## config.mk

```make
export PLATFORM = sky130hd
export DESIGN_NAME = hw_stack
export DESIGN_NICKNAME = d
export VERILOG_FILES = /design/src/rtl/hw_stack_pkg.sv /design/src/rtl/stack_ram.sv /design/src/rtl/hw_stack.sv
export SDC_FILE = /design/constraint.sdc
export NUM_CORES = 2
export LEC_CHECK = 0
export CORE_MARGIN = 4
export CORE_UTILIZATION = 61
export DETAILED_ROUTE_END_ITERATION = 8
export PLACE_DENSITY = 0.85
export SYNTH_ARGS = -nofsm -noshare
export SYNTH_HDL_FRONTEND = slang
export SYNTH_SLANG_ARGS = --single-unit
export TNS_END_PERCENT = 5
```

## constraint.sdc

```tcl
create_clock -name clk -period 7.2 [get_ports clk]
set_input_delay 1.08 -clock clk [delete_from_list [all_inputs] [get_ports clk]]
set_output_delay 1.08 -clock clk [all_outputs]
set_load 0.005 [all_outputs]
```

## src/rtl/hw_stack_pkg.sv

```systemverilog
// Shared constants, operation encoding and width helper for the hw_stack block.
package hw_stack_pkg;

    localparam int unsigned DefaultWidth = 16;
    localparam int unsigned DefaultDepth = 128;

    typedef enum logic [2:0] {
        OpNone,
        OpClear,
        OpPush,
        OpPop,
        OpReplace,
        OpPushUnder,
        OpOverflow,
        OpUnderflow
    } stack_op_e;

    function automatic int unsigned addr_width(input int unsigned depth);
        return (depth > 1) ? $clog2(depth) : 1;
    endfunction

endpackage

```

## src/rtl/stack_ram.sv

```systemverilog
// Stack storage: synchronous write, asynchronous read, no reset on the array.
module stack_ram #(
    parameter int unsigned WIDTH = 16,
    parameter int unsigned DEPTH = 128,
    parameter int unsigned AW    = 7
) (
    input  logic             clk,
    input  logic             we,
    input  logic [AW-1:0]    waddr,
    input  logic [WIDTH-1:0] wdata,
    input  logic [AW-1:0]    raddr,
    output logic [WIDTH-1:0] rdata
);

    logic [WIDTH-1:0] mem_q [DEPTH];

    always_ff @(posedge clk) begin
        if (we) begin
            mem_q[waddr] <= wdata;
        end
    end

    assign rdata = mem_q[raddr];

endmodule

```

## src/rtl/hw_stack.sv

```systemverilog
// LIFO stack with registered pop data and sticky error flags.
// Define HW_STACK_WATERMARK_EN to add the hwm (high-water mark) output.
module hw_stack
    import hw_stack_pkg::*;
#(
    parameter int unsigned WIDTH = DefaultWidth,
    parameter int unsigned DEPTH = DefaultDepth,
    localparam int unsigned AW   = addr_width(DEPTH)
) (
    input  logic             clk,
    input  logic             reset,
    input  logic             clear,
    input  logic             push,
    input  logic             pop,
    input  logic [WIDTH-1:0] push_d,
    output logic [WIDTH-1:0] pop_d,
    output logic             pop_valid,
    output logic [WIDTH-1:0] top_d,
    output logic             full,
    output logic             empty,
    output logic [AW:0]      count,
    output logic             overflow,
    output logic             underflow
`ifdef HW_STACK_WATERMARK_EN
    ,
    output logic [AW:0]      hwm
`endif
);

    localparam logic [AW:0] CountOne = (AW + 1)'(1);
    localparam logic [AW:0] CountMax = (AW + 1)'(DEPTH);

    logic [AW:0]      count_q, count_d;
    logic [WIDTH-1:0] pop_d_q, pop_d_d;
    logic             pop_valid_q, pop_valid_d;
    logic             overflow_q, overflow_d;
    logic             underflow_q, underflow_d;

    stack_op_e        op;
    logic             we;
    logic [AW-1:0]    waddr;
    logic [AW-1:0]    top_addr;
    logic [WIDTH-1:0] rdata;

    assign full     = (count_q == CountMax);
    assign empty    = (count_q == '0);
    // Wraps to DEPTH-1 when full, which is exactly the top slot.
    assign top_addr = count_q[AW-1:0] - AW'(1);

    always_comb begin
        op = OpNone;
        if (clear) begin
            op = OpClear;
        end else if (push && pop) begin
            op = empty ? OpPushUnder : OpReplace;
        end else if (push) begin
            op = full ? OpOverflow : OpPush;
        end else if (pop) begin
            op = empty ? OpUnderflow : OpPop;
        end
    end

    always_comb begin
        count_d     = count_q;
        pop_d_d     = pop_d_q;
        pop_valid_d = 1'b0;
        overflow_d  = overflow_q;
        underflow_d = underflow_q;
        we          = 1'b0;
        waddr       = count_q[AW-1:0];
        unique case (op)
            OpNone: ;
            OpClear: begin
                count_d     = '0;
                overflow_d  = 1'b0;
                underflow_d = 1'b0;
            end
            OpPush: begin
                we      = 1'b1;
                count_d = count_q + CountOne;
            end
            OpPushUnder: begin
                we          = 1'b1;
                count_d     = count_q + CountOne;
                underflow_d = 1'b1;
            end
            OpPop: begin
                pop_d_d     = rdata;
                pop_valid_d = 1'b1;
                count_d     = count_q - CountOne;
            end
            OpReplace: begin
                pop_d_d     = rdata;
                pop_valid_d = 1'b1;
                we          = 1'b1;
                waddr       = top_addr;
            end
            OpOverflow:  overflow_d  = 1'b1;
            OpUnderflow: underflow_d = 1'b1;
            default: ;
        endcase
    end

`ifdef HW_STACK_WATERMARK_EN
    logic [AW:0] hwm_q, hwm_d;

    always_comb begin
        hwm_d = hwm_q;
        if (clear) begin
            hwm_d = '0;
        end else if (count_d > hwm_q) begin
            hwm_d = count_d;
        end
    end

    assign hwm = hwm_q;
`endif

    always_ff @(posedge clk or posedge reset) begin
        if (reset) begin
            count_q     <= '0;
            pop_d_q     <= '0;
            pop_valid_q <= 1'b0;
            overflow_q  <= 1'b0;
            underflow_q <= 1'b0;
`ifdef HW_STACK_WATERMARK_EN
            hwm_q       <= '0;
`endif
        end else begin
            count_q     <= count_d;
            pop_d_q     <= pop_d_d;
            pop_valid_q <= pop_valid_d;
            overflow_q  <= overflow_d;
            underflow_q <= underflow_d;
`ifdef HW_STACK_WATERMARK_EN
            hwm_q       <= hwm_d;
`endif
        end
    end

    // Reset held across an edge must not let a pending push land in storage.
    stack_ram #(
        .WIDTH(WIDTH),
        .DEPTH(DEPTH),
        .AW   (AW)
    ) u_ram (
        .clk  (clk),
        .we   (we && !reset),
        .waddr(waddr),
        .wdata(push_d),
        .raddr(top_addr),
        .rdata(rdata)
    );

    assign top_d     = empty ? '0 : rdata;
    assign pop_d     = pop_d_q;
    assign pop_valid = pop_valid_q;
    assign count     = count_q;
    assign overflow  = overflow_q;
    assign underflow = underflow_q;

endmodule

```

Yosys cells after proc, flatten, opt, wreduce, memory -nomap -nowiden
Memories as Yosys holds them, arrays and structs flattened.
Index checks and enable logic that the tools add are counted.
{"block": "totals", "mem_bits_rw": 2048, "inputBits": 21, "regBits": 27, "memories": 1, "output_inout_bits": 45}
{"memory": "u_ram.mem_q", "words": 128, "width": 16, "rd": 1, "rd_ports_with_merged_regs": 0, "wr": 1, "line_no": "stack_ram.sv:15", "source": "logic [WIDTH-1:0] mem_q [DEPTH];"}
{"block": "classes", "addsub": 3, "n_mux": 16, "n_eq_ne": 8, "reduce_logical": 11}
{"op": "8-bit case mux with 3 select lines", "count": 1}
{"op": "3-bit 2-to-1 mux", "count": 6}
{"op": "16-bit 2-to-1 mux", "count": 1}
{"op": "3-bit == test, second input constant", "count": 4}
{"op": "8-bit by 1-bit adder with 8-bit output, second input constant", "count": 1}
{"op": "8-bit == test, second input constant", "count": 1}
{"op": "8-bit zero test", "count": 1}
{"op": "8-bit by 1-bit subtractor with 8-bit output, second input constant", "count": 1}
{"op": "7-bit 2-to-1 mux", "count": 1}
{"op": "7-bit by 1-bit subtractor with 7-bit output, second input constant", "count": 1}
{"op": "3-bit by 2-bit == test with 1-bit output, second input constant", "count": 2}
{"op": "2-bit OR reduction", "count": 3}
{"op": "1-bit 2-to-1 mux", "count": 5}
{"op": "1-bit case mux with 2 select lines", "count": 2}
{"op": "2-bit nonzero test", "count": 2}
{"op": "3-bit by 1-bit == test with 1-bit output, second input constant", "count": 1}
{"op": "3-bit nonzero test", "count": 1}
{"op": "3-bit OR reduction", "count": 1}
{"op": "1-bit logical AND", "count": 2}
{"op": "1-bit zero test", "count": 1}

Depth between registers and ports, before layout
{"block": "logic_depth", "depth_word": 12, "depth_mapped": 18, "ltp_nobuf": 15}

Modules after synthesis
A second synthesis with hierarchy kept.
{"block": "hier_totals", "cells_unflattened": 3245, "hier_area_um2": 80001.7}
{"mod": "stack_ram", "instances": 1, "seq_area_each_um2": 61499.0, "area_each_um2": 78202.5, "cells_each": 3070}
{"mod": "hw_stack", "instances": 1, "seq_area_each_um2": 675.6, "area_each_um2": 1799.2, "cells_each": 175}

Least setup slack after synthesis
Ideal clock, no wire load.
{"block": "synth_timing", "path_type": "register -> register", "start": "reg count_q[0] (netlist: count[0])", "end": "reg count_q[7] (netlist: count[7])", "path_slack_ps": 2410, "t_required_ps": 7077, "t_arrival_ps": 4667, "path_buffers": 3, "stages_incl_launch_ff": 18, "cell_sequence": "dfrtp_1 -> buf_2 -> buf_2 -> clkbuf_1 -> inv_1 -> ha_1 -> or4b_4 -> a2111oi_4 -> or3_1 -> nor3_1 -> ha_1 -> a21o_1 -> a21oi_1 -> o21ai_0 -> o41ai_1 -> xor2_1 -> a211oi_1 -> nor2_1"}
{"block": "synth_via", "elab_chain_cells": 9}
{"item": "start: declaration", "line_no": "hw_stack.sv:33", "source": "logic [AW:0] count_q, count_d;"}
{"item": "start signal: assignment", "line_no": "hw_stack.sv:130", "source": "count_q <= count_d;"}
{"item": "8-bit zero test", "line_no": "hw_stack.sv:46", "source": "assign empty = (count_q == '0);"}
{"item": "3-bit 2-to-1 mux", "line_no": "hw_stack.sv:59", "source": "op = empty ? OpUnderflow : OpPop;"}
{"item": "3-bit 2-to-1 mux", "line_no": "hw_stack.sv:58", "source": "end else if (pop) begin"}
{"item": "3-bit 2-to-1 mux", "line_no": "hw_stack.sv:56", "source": "end else if (push) begin"}
{"item": "3-bit 2-to-1 mux", "line_no": "hw_stack.sv:54", "source": "end else if (push && pop) begin"}
{"item": "3-bit 2-to-1 mux", "line_no": "hw_stack.sv:52", "source": "if (clear) begin"}
{"item": "3-bit == test / 3-bit by 2-bit == test with 1-bit output (equally long branches)", "line_no": "hw_stack.sv:71", "source": "unique case (op)"}
{"item": "2-bit OR reduction (no line)"}
{"item": "8-bit case mux with 3 select lines / 3-bit nonzero test (equally long branches)"}
Parallel ways exist; a longest one is shown, timed or not.
A chain may end at the register's enable or synchronous reset.

Final worst setup path
{"block": "layout_timing", "start": "reg count_q[0] (netlist: count[0])", "end": "out top_d[6]"}
{"block": "layout_via", "elab_chain_cells": 3}
{"item": "7-bit by 1-bit subtractor with 7-bit output", "line_no": "hw_stack.sv:48", "source": "assign top_addr = count_q[AW-1:0] - AW'(1);"}
{"item": "memory 128 x 16 bit"}
{"item": "16-bit 2-to-1 mux (*)", "line_no": "hw_stack.sv:155", "source": "assign top_d = empty ? '0 : rdata;"}
{"item": "end: declaration", "line_no": "hw_stack.sv:18", "source": "output logic [WIDTH-1:0] top_d,"}
Mark *: on every way between the ends. The rest lies on a longest branch, timed or not.

==> summary.md <==
| Metric | Value |
|---|---|
| Status | finished with violations |
| Failing checks | negative setup slack |
| CTS sink count | around 2100 |
| Hold WS | between 0.5 and 0.6 ns |
| Slew Limit Fails | 0 |
| Register area share after synthesis | 76.9% |
| Skew-Pair Late Insertion Delay | between 0.8 and 0.9 ns |
| Mux cell area share after synthesis | between 10% and 20% |
| Sw Share | around a third |
| GR Overflow Total | 0 |
| Final TNS setup | -0.0616 ns |
| Num rows | 133 |
| Period utilisation layout | 101% |
| Compound-Gate Fraction of Synth Area | 2.36% |
| # DRC | 0 |
| Worst-margin pin slew | about 1.4 ns |
| Synthesized area per cell | around 22 µm² |
| CTS tree | yes |
| Clock Pin Slew Worst Setup and Hold Paths | 0.07 ns |
| Final setup viols | 1 |
| Routed Antenna Nets | 0 |
| Delay-heaviest family, CP | simple AND/OR/NAND/NOR gates |
| Synth Cell Area | 0.0808 mm² |
| Main synth FF type | edfxtp_1 |
| Layout cells sized above 1 | ~29% |
| Initial DRC count | 7893 |
| DR vias | between 40000 and 50000 |
| # H-tree levels | 4 |
| Ys Warns | 0 |
| Adder-cell share of the synthesized area | less than 1% |
| Initial Util | around three fifths |
| Crit path time final | 7.26 ns |
| Via density | approximately 7.4 |
| Sequential Power Share | a little over a third |
| Clock tree buffer depth | 3 |
| Pleak | 28.3 nW |
| First-pass GRT wire length | 313000 µm |
| Mapped Cells | around 3600 |
| GRT Overall Usage | 32.0% |
| Synthesis-stage register bit count | ~2100 |
| WP data required | between 6 and 7 ns |
| Core Area | ~0.13 mm² |
| Largest net degree at the start of global routing | 108 |
| Port Buf Inserts | 65 |
| Synth cell types | 68 |
| I/O pin count | 66 |
| Clock Power Share | a little over a quarter |
| Die height | approximately 370 µm |
| Worst Skew | around 0.061 ns |
| Part of the power in combinational logic | ~37% |
| Area post-placement | between 0.08 and 0.09 mm² |
| Rel. slew slack | a little under a tenth |
| Vias in the first global route | between 40000 and 50000 |
| WS Path Type | flop to output port |
| Max-cap viol count | 0 |
| Commonest cells after routing, fill and taps aside | edfxtp_1, mux4_2, buf_4 |
| Critical Path Start Type | flop |
| Worst vdd ir | 0.622 mV |
| Pre-Repair DR Iteration Count | 8 |
| Final Wtd Congestion | roughly 0.90 |
| Routed WL per cell | about 37 µm |
| P_sw | ~13 mW |
| Final hold vios | 0 |
| CTS Hold Bufs | 0 |
| Pwr dens | 410 mW/mm² |
| Most common cell after layout, fill and taps aside | edfxtp_1 |
| Post-Synth Simple-Gate Area | between 2 and 2.5% |
| Largest fanout on the critical path | between 60 and 70 |
| Asr flop ratio synth | 1.30% |
| Root buffer cell | clkbuf_16 |
| Design Area, Final | 0.0908 mm² |
| Largest family of logic cells by synthesized area | multiplexers |
| Crit path arrival time | approximately 6 ns |
| Initial antenna violation count | 14 |
| Cell breakdown of the critical path | inv_1 -> ha_4 -> buf_12 -> mux4_2 -> mux2_2 -> a22oi_1 -> nand4_1 -> nor3_1 -> nor2_1 -> clkdlybuf4s50_1 |
| Final WS setup | -0.0616 ns |
| Worst path slowest cell | dfrtp_4 |
| Max Clock Freq | 138 MHz |
| Slowest cell delay on critical path | a little over 0.8 ns |
| Post-Route WL | between 200000 and 250000 µm |
| CP Buf/Inv Count | 3 |
| DIE AREA | 0.138 mm² |
| Post-synth EDFFs | between 2000 and 2500 |
| Post-synthesis xor/xnor area fraction | less than 1% |
| Endpoint class of the critical path | output port |
| Nets@finish | just under 4000 |
| Int Pwr | roughly 24 mW |
| Num CTS Buffers | approximately 190 |
| Synthesized Nets | 3677 |
| Detailed Place HPWL | 116000 µm |
| Die width | 372 µm |
| Area Growth Syn to Fin | 12.4% |
| Hold Crit Class | flop to flop |
[power groups by stage]
stage | Combinational (mW) | Sequential, mW | Clock [mW]
2_1_floorplan | 7.68 | 13.7 | 0
3_3_place_gp | 12.4 | 13.8 | 0
3_5_place_dp | 12.7 | 13.8 | 0
4_1_cts | 13.1 | 13.5 | 10.1
5_1_grt | 13.8 | 13.5 | 10.7
6_report | 13.6 | 13.5 | 10.1
[kinds of logic (layout without fill, tap and decap cells)]
| group | after synthesis | after routing |
|---|---|---|
| multiplexers | 691 | 691 |
| adder cells (fa/ha/maj) | 10 | 10 |
| XOR/XNOR | 14 | 14 |
| flip-flops | 2075 | 2075 |
| buffers and inverters | 223 | 639 |
| AND/OR/NAND/NOR | 407 | 407 |
| AO/OA/AOI/OAI | 226 | 226 |
| other | 0 | 14 |
[what timing repair did]
item                                    CTS  global route
buffers inserted                          0             1
gates resized for setup                   2             7
endpoints found under the setup margin    2            10
pin swaps                                 0             1
[cell usage after synthesis (5+ instances only)]
library cell	number	area, µm²
mux2i_1	66	661
a31oi_1	8	50.1
nor2b_1	6	37.5
clkbuf_1	114	428
a22o_1	7	61.3
nand2_1	102	383
nor2_1	182	683
a32o_1	33	330
a2111oi_0	33	289
a221oi_1	32	280
a21oi_1	25	125
inv_1	12	45.0
xnor2_1	10	87.6
dfrtp_1	27	676
a22oi_1	47	353
and2_1	38	238
nor3_1	24	120
nand2b_1	5	31.3
ha_1	9	113
mux4_2	530	11900
nor4_1	8	50.1
mux2_2	95	1070
buf_1	16	60.1
edfxtp_1	2048	61500
nand4_1	15	93.8
buf_2	79	395
[registers in the layout (all words and copies together) (netlist names)]
signal and flops:
count 8, overflow 1, pop_d 16, pop_valid 1
u_ram.mem_q 2048, underflow 1
[routing by layer]
metal  GRT usage, %  wire length, µm
met5              0               50
met3           8.83            29600
met1           42.8            71000
met4           14.2            12400
met2           50.1           106000
[stage by stage]
stage	power (mW)	setup slack (ns)	cells	utilization (%)
floorplan	21.4	2.41	3646	-
global placement	26.2	0.670	5458	64.2
detailed placement	26.5	1.00	5459	64.2
CTS	36.7	0.0273	5816	68.9
global route	38.0	-0.0566	5818	69.0
finish	37.2	-0.0616	5831	69.0
[worst reg2reg max path: stages (launching register included)]
cell      delay (ns)
dfrtp_4         0.81
inv_1           0.32
ha_4            0.32
nor4b_1         0.22
a211oi_2        0.42
or4b_2          0.65
a21oi_2         0.36
and2_1          0.44
a31oi_1         0.45
nor2_1          1.00
buf_4           0.38
[final timing paths]
check / endpoint / slack [ns] / cells past startpoint / from
min reg2reg: pop_d[2] / 0.56 / 2 / pop_d[2]
min in group asynchronous: count[0] / 1.13 / 3 / reset
max: top_d[6] / -0.06 / 10 / count[0]
max reg2reg: u_ram.mem_q[126][2] / 1.53 / 10 / count[0]
max in group asynchronous: pop_d[0] / 5.69 / 3 / reset
min: pop_d[2] / 0.56 / 2 / pop_d[2]
[layout make-up]
cell class / instances / area (µm²)
tap: 1755 / 2200
multi-input combinational: 1348 / 17800
timing repair buffer: 270 / 2350
sequential: 2075 / 62200
fill: 7039 / 40800
clock inverter: 124 / 1170
antenna: 14 / 35.0
inverter: 12 / 45.0
clock buffer: 233 / 5020
No activity file was read; power rests on OpenSTA's default activity.
